===== config.mk =====
export PLATFORM = sky130hd
export DESIGN_NAME = wb
export DESIGN_NICKNAME = d
export VERILOG_FILES = /design/src/rtl/wb.sv
export SDC_FILE = /design/constraint.sdc
export NUM_CORES = 1
export LEC_CHECK = 0
export CAP_MARGIN = 20
export CELL_PAD_IN_SITES_DETAIL_PLACEMENT = 1
export CELL_PAD_IN_SITES_GLOBAL_PLACEMENT = 1
export CORE_AREA = 2 2 105 128
export CTS_BUF_LIST = sky130_fd_sc_hd__clkbuf_8
export DETAILED_ROUTE_END_ITERATION = 16
export DIE_AREA = 0 0 107 130
export DONT_BUFFER_PORTS = 1
export PLACE_DENSITY_LB_ADDON = 0.1
export SLEW_MARGIN = 5
export SYNTH_ARGS = -nofsm -noshare
export SYNTH_HDL_FRONTEND = slang
export SYNTH_SLANG_ARGS = --single-unit

===== constraint.sdc =====
create_clock -name clk -period 1.55 [get_ports clk]
set_input_delay 0.2325 -clock clk [delete_from_list [all_inputs] [get_ports clk]]
set_output_delay 0.2325 -clock clk [all_outputs]
set_load 0.03 [all_outputs]

===== src/rtl/wb.sv =====
// Write-back stage: commits results to the register file, owns HI/LO and the
// CP0 STATUS/CAUSE/EPC registers, and raises syscall/break/eret redirects.
module wb #(
  parameter logic [31:0] EXC_ENTER_ADDR = 32'h0000_0000
) (
  input  logic         clk,
  input  logic         rst,
  input  logic         WB_valid,
  input  logic [118:0] MEM_WB_bus_r,
  output logic         rf_wen,
  output logic [4:0]   rf_wdest,
  output logic [31:0]  rf_wdata,
  output logic         WB_over,
  output logic [4:0]   WB_wdest,
  output logic [32:0]  exc_bus,
  output logic         cancel,
  output logic [31:0]  WB_pc,
  output logic [31:0]  HI_data,
  output logic [31:0]  LO_data
);

  localparam logic [7:0] CP0_STATUS = {5'd12, 3'd0};
  localparam logic [7:0] CP0_CAUSE  = {5'd13, 3'd0};
  localparam logic [7:0] CP0_EPC    = {5'd14, 3'd0};

  logic        bus_rf_wen;
  logic [4:0]  bus_rf_wdest;
  logic [31:0] mem_result;
  logic [31:0] lo_result;
  logic        hi_write;
  logic        lo_write;
  logic        mfhi;
  logic        mflo;
  logic        mtc0;
  logic        mfc0;
  logic [7:0]  cp0r_addr;
  logic        syscall;
  logic        brk;
  logic        eret;
  logic [31:0] pc;

  assign {bus_rf_wen, bus_rf_wdest, mem_result, lo_result, hi_write, lo_write,
          mfhi, mflo, mtc0, mfc0, cp0r_addr, syscall, brk, eret, pc} = MEM_WB_bus_r;

  logic [31:0] hi_q, hi_d;
  logic [31:0] lo_q, lo_d;
  logic [1:0]  status_q, status_d;
  logic [4:0]  cause_q, cause_d;
  logic [31:0] epc_q, epc_d;

  logic        commit_s;
  logic        is_exc_s;
  logic        wr_en_s;
  logic        exc_valid_s;
  logic [31:0] exc_pc_s;
  logic [31:0] cp0_rdata_s;

  // Commit qualifiers: reset discards the WB instruction; syscall/break suppress writes.
  always_comb begin
    commit_s    = WB_valid & ~rst;
    is_exc_s    = syscall | brk;
    wr_en_s     = commit_s & ~is_exc_s;
    exc_valid_s = commit_s & (is_exc_s | eret);
    exc_pc_s    = is_exc_s ? EXC_ENTER_ADDR : epc_q;
  end

  // CP0 read mux; unimplemented registers and bits read as zero.
  always_comb begin
    case (cp0r_addr)
      CP0_STATUS: cp0_rdata_s = {30'd0, status_q};
      CP0_CAUSE:  cp0_rdata_s = {25'd0, cause_q, 2'd0};
      CP0_EPC:    cp0_rdata_s = epc_q;
      default:    cp0_rdata_s = 32'd0;
    endcase
  end

  // Register-file write port and redirect outputs.
  always_comb begin
    rf_wen   = wr_en_s & bus_rf_wen;
    rf_wdest = bus_rf_wdest;
    if (mfhi) begin
      rf_wdata = hi_q;
    end else if (mflo) begin
      rf_wdata = lo_q;
    end else if (mfc0) begin
      rf_wdata = cp0_rdata_s;
    end else begin
      rf_wdata = mem_result;
    end
    WB_over  = WB_valid;
    WB_wdest = bus_rf_wdest & {5{WB_valid}};
    exc_bus  = {exc_valid_s, exc_pc_s};
    cancel   = exc_valid_s;
    WB_pc    = pc;
    HI_data  = hi_q;
    LO_data  = lo_q;
  end

  // Next-state for HI/LO and CP0; an eret alongside an mtc0 STATUS still clears EXL.
  always_comb begin
    hi_d = (wr_en_s && hi_write) ? mem_result : hi_q;
    lo_d = (wr_en_s && lo_write) ? lo_result  : lo_q;
    if (commit_s && is_exc_s) begin
      status_d = {1'b1, status_q[0]};
    end else if (wr_en_s && eret) begin
      status_d = {1'b0, (mtc0 && cp0r_addr == CP0_STATUS) ? mem_result[0] : status_q[0]};
    end else if (wr_en_s && mtc0 && cp0r_addr == CP0_STATUS) begin
      status_d = mem_result[1:0];
    end else begin
      status_d = status_q;
    end
    if (commit_s && is_exc_s) begin
      cause_d = syscall ? 5'h08 : 5'h09;
      epc_d   = pc;
    end else if (wr_en_s && mtc0 && cp0r_addr == CP0_EPC) begin
      cause_d = cause_q;
      epc_d   = mem_result;
    end else begin
      cause_d = cause_q;
      epc_d   = epc_q;
    end
  end

  // State registers with synchronous reset.
  always_ff @(posedge clk) begin
    if (rst) begin
      hi_q     <= 32'd0;
      lo_q     <= 32'd0;
      status_q <= 2'd0;
      cause_q  <= 5'd0;
      epc_q    <= 32'd0;
    end else begin
      hi_q     <= hi_d;
      lo_q     <= lo_d;
      status_q <= status_d;
      cause_q  <= cause_d;
      epc_q    <= epc_d;
    end
  end

endmodule


# ---- Word-level counts from Yosys, hierarchy flattened
# Index checks and enable logic that the tools add are counted.
dict set report totals {
  memories 0
  input_bits 122
  romBits 0
  word_cells 44
  reg_bits 103
  latchBits 0
  ram_bits 0
}
dict set report classes {
  n_eq_ne 4
  magnitude_cmp 0
  addsub 0
  n_shift 0
  n_div 0
  n_reduce_logical 12
  multipliers 0
  n_mux 12
  bitwise 10
}
# operator count
set op_table {}
lappend op_table {{32-bit two-way mux} 6}
lappend op_table {{32-bit one-hot mux with 3 select lines} 1}
lappend op_table {{8-bit by 7-bit equality test with 1-bit output (second input constant)} 3}
lappend op_table {{1-bit logical AND} 8}
lappend op_table {{2-bit two-way mux} 3}
lappend op_table {{5-bit AND} 1}
lappend op_table {{1-bit AND} 4}
lappend op_table {{2-bit nonzero test} 2}
lappend op_table {{1-bit NOT} 3}
lappend op_table {{3-bit AND reduction} 1}
lappend op_table {{3-bit nonzero test} 1}
lappend op_table {{1-bit two-way mux} 2}
lappend op_table {{2-bit by 1-bit inequality test with 1-bit output (second input constant)} 1}
lappend op_table {{1-bit OR} 2}

# ---- Longest topological paths before layout
dict set report depth {
  ltp_word 8
  ltp_mapped 6
  ltp_nobuf 4
}

# ---- Least setup slack after synthesis
# OpenSTA, ideal clock, no wires.
dict set report synth_timing {
  kind {input port to output port}
  startpoint {input port MEM_WB_bus_r[36]}
  endpoint {output port rf_wdata[30]}
  slack_ns -0.308
  arrival_ns 1.626
  cell_stages 6
  n_path_buf 2
  t_required_ns 1.317
  path_cell_list {nor4_4 -> and3_1 -> buf_6 -> buf_8 -> nand2_1 -> a31oi_1}
}
dict set report synth_via {
  elab_chain_len 5
  word_cells_on_any_way 7
  classes_between {3 x eq/ne; 4 x mux}
}
# item line
set synth_rtl {}
lappend synth_rtl {{start: declaration} 9} ;# input logic [118:0] MEM_WB_bus_r,
lappend synth_rtl {{8-bit by 7-bit equality test with 1-bit output} 69} ;# case (cp0r_addr)
lappend synth_rtl {{32-bit one-hot mux with 3 select lines (*)} 69}
lappend synth_rtl {{32-bit two-way mux (*)} 85} ;# end else if (mfc0) begin
lappend synth_rtl {{32-bit two-way mux (*)} 83} ;# end else if (mflo) begin
lappend synth_rtl {{32-bit two-way mux (*)} 81} ;# if (mfhi) begin
lappend synth_rtl {{end: declaration} 12} ;# output logic [31:0] rf_wdata,
# Every way passes the cells marked *; elsewhere a longest branch is shown, timed or not.

# ---- Worst setup path in the final report
dict set report layout_timing {
  startpoint {input port MEM_WB_bus_r[36]}
  endpoint {output port rf_wdata[7]}
}
# Same word-level chain as after synthesis.

==> impl_summary.md <==
Yosys
The post-synthesis instance area is 0.00558 sq mm. After synthesis, the mean cell area works out to 7.42 sq um. The area share of the leading cell type in the synthesized netlist is 35.9%.

The count of flip-flops with a built-in enable after synthesis is 0. Counting every instance in the synthesized netlist gives 752. After synthesis, the netlist uses 41 different library cells. For this run, the number of Yosys warnings is 0.

For this run, the leading register cell type out of synthesis is dfxtp_1. Counting flops and latches in the post-synthesis netlist gives 100. The sequential area share after synthesis is 35.9%. The net count after synthesis is 874. The synthesized design spends more area on one cell type than any other, namely dfxtp_1. The proportion of synthesized flip-flops having asynchronous set or reset is 0%. Yosys attributes the largest share of cell area to dfxtp_1 36%, a21oi_1 14%, nand2_1 9.5%.

Place
The placed instance area is 0.00665 sq mm. The detailed placement HPWL is 14500 um. The weighted congestion at the end of routability-driven global placement is 0.883.

The count of buffers inserted at the top-level ports is 0.

Routing
The average routed wire per standard cell is 23.1 um. The count of nets left with antenna violations once routing finished came out at 0. The first detailed-routing pass ran for 5 iterations. The routed design has 23600 um of wire. The total number of vias is 5992. The count of routing violations after the opening detailed-route iteration is 249.

The number of remaining DRC errors is 0. After detailed routing, the number of vias per cell comes to 5.85.

Finish
The final instance area is 0.00770 sq mm. The number of fill cells is 1521. The area growth from synthesis to layout is 38.0%. The area of the multi-input gates is 0.00329 sq mm. The area occupied by registers is 0.00201 sq mm. The share of post-route cells with drive strength above 1 is 25.6%. The final antenna diode count is 0.

In the final design database the tool counted 973 nets.

CTS
After clock tree synthesis, the clock-pin slew on the worst setup and hold paths is 100 ps. The number of buffers on the longest clock path is 2. The cell sitting at the root of the clock tree is a clkbuf_8. The number of H-tree branching levels is 3.

The clock drives 100 sinks. The clock reaches the later pin of the worst-skew pair after 380 ps. TritonCTS created 9 clock buffers. The TritonCTS clock tree is done.

Global route
The wire length of the first global-routing pass is 35300 um. The number of antenna violations at the first check in global routing is 0. In the global route stage, overall resource usage came out at 32.9%.

Entering global routing, the biggest net connects 68 pins. The via count of the first global-routing pass is 6502. The total overflow left after global routing is 0.

STA
The final number of hold-violating endpoints is 0. The tightest slew margin relative to the limit is 71.8%. The number of max-slew violations in the final report was 0. The worst clock skew is 0 ps.

The post-route minimum period is 1610 ps. The final critical path takes up 104% of the cycle. The final-report setup violation count is 26. Setup slack on the critical path of the routed design comes to -58.5 ps.

At the pin with the least slew margin, the transition time is 412 ps. Setup repair after global routing could not meet its margin everywhere. The peak clock frequency supported by timing is 622 MHz.

Worst setup path
The kind of capture point of the worst setup path is an output port. The cell type of the slowest stage on the worst timing path is nor4_4. The required arrival time at the worst endpoint is 1320 ps. The startpoint type of the worst setup path is a primary input. Of all nets on the critical path, the largest fanout is 14.

Walking the worst path, the cells encountered are nor4_4, and3_4, buf_12, nand2_1, a31oi_2, buf_6. For this run, the slowest stage of the critical path takes 270 ps. Data arrives at the worst endpoint at 1380 ps. The worst setup path is of the primary input to output port kind.

Floorplanning
The height of the chip is 130 um. The die outline area is 0.0139 sq mm. The die width is 107 um. The initial utilization of the core area, before any placement, comes to 43.5%. The core region is 0.0128 sq mm. In this run the core area contains 46 standard-cell rows. The I/O pin count is 296.

Pwr
In this run the power density over the cells is 735 mW/mm^2. The maximum resistive drop on vdd is 0.430 mV. The leakage power is 2.74 nW. Power comes to 5.66 mW.

Status
The final reports fail on negative setup slack. The run finished, with violations left.

Hold path
The worst min-delay path class is primary input to register.

Job
The number of violations of the max-capacitance limit is 0.
==> area by class of cell <==
cell class                 count  area share [%]
sequential                   100            26.1
clock buffer                  10            1.79
tap                          168            2.73
clock inverter                 6           0.844
multi-input combinational    525            42.7
inverter                      31            1.51
timing repair buffer         184            24.3
==> critical path, delay by kind of cell <==
| family | cells | cell delay (ps) |
|---|---|---|
| compound gates | 1 | 190 |
| buf+inv | 2 | 330 |
| simple gates | 3 | 620 |
==> repair_timing <==
action / CTS / global route
endpoints found under the hold margin: 67 / 0
setup endpoints to repair: 32 / 38
hold buffers: 67 / 0
buffers inserted: 1 / 2
gates resized for setup: 22 / 20
gates cloned: 0 / 1
pin swaps: 1 / 2
==> cells in the final DEF (no fill, tap or decap), types with 10 or more instances in the layout <==
| cell | instances |
|---|---|
| inv_1 | 32 |
| buf_12 | 20 |
| nand2b_1 | 60 |
| clkbuf_8 | 10 |
| nand2_2 | 23 |
| a31oi_4 | 24 |
| and2_1 | 37 |
| a21oi_2 | 11 |
| nand2_1 | 138 |
| dlygate4sd3_1 | 66 |
| buf_4 | 87 |
| dfxtp_1 | 91 |
| o22ai_1 | 32 |
| a21oi_1 | 148 |
==> metal layers <==
| layer | track usage, % | wire (um) | vias to the layer above |
|---|---|---|---|
| li1 | - | - | 2700 |
| met1 | 35.8 | 8820 | 2932 |
| met2 | 59.6 | 12100 | 292 |
| met3 | 8.49 | 1710 | 68 |
| met4 | 15.7 | 1000 | 0 |
| met5 | 0 | 0 | - |
==> metrics by stage <==
step | setup TNS (ps) | hold slack (ps) | utilization, % | cells | setup WS (ps)
floorplan | -1980 | 334 | - | 752 | -145
global placement | -1370 | 309 | 51.8 | 937 | -104
detailed placement | -1330 | 314 | 51.8 | 937 | -98.1
CTS | -368 | 3.38 | 59.2 | 1021 | -65.8
global route | -1690 | 6.09 | 60.0 | 1024 | -106
finish | -381 | 14.3 | 60.0 | 1024 | -58.5
==> cell families (layout without fill, tap and decap cells) <==
group / Yosys count / count (layout) / share of synthesized area [%]
compound gates: 237 / 237 / 25.5
buf+inv: 127 / 231 / 12.1
flops: 100 / 100 / 35.9
mux: 1 / 1 / 0.179
simple gates: 287 / 287 / 26.3
==> power breakdown <==
group / internal [mW] / switching (mW)
registers: 2.67 / 0.0882
logic: 0.485 / 0.650
clock network: 0.792 / 0.972
total: 3.95 / 1.71
==> sequential cells by signal, summed over array words and instances (netlist names) <==
register and flops:
status_q 2, HI_data 32, cause_q 2, LO_data 32, epc_q 32
==> synth_stat cells (all sizes together), types with 2 or more instances <==
cell type and count:
dfxtp 100, nor2b 3, clkbuf 34, a21oi 159
nand4 2, and4bb 2, o21ai 5, a22oi 2
nor2 4, nand2 161, and3 5, a22o 2
and2 37, a31oi 28, nand3 2, buf 62
o221ai 4, o22ai 32, inv 31, nor3b 4
nand2b 60
==> worst paths after layout <==
check	start	end	slack [ps]	cells after the start
setup / recovery	MEM_WB_bus_r[36]	rf_wdata[7]	-60	6
hold / removal	MEM_WB_bus_r[81]	status_q[0]$_SDFFE_PP0P_	10	2
setup reg to reg	HI_data[8]$_SDFFE_PP0P_	HI_data[8]$_SDFFE_PP0P_	100	4
hold reg to reg	cause_q[3]$_SDFFE_PP0P_	cause_q[3]$_SDFFE_PP0P_	480	2
Power figures use the tool's default switching activity.
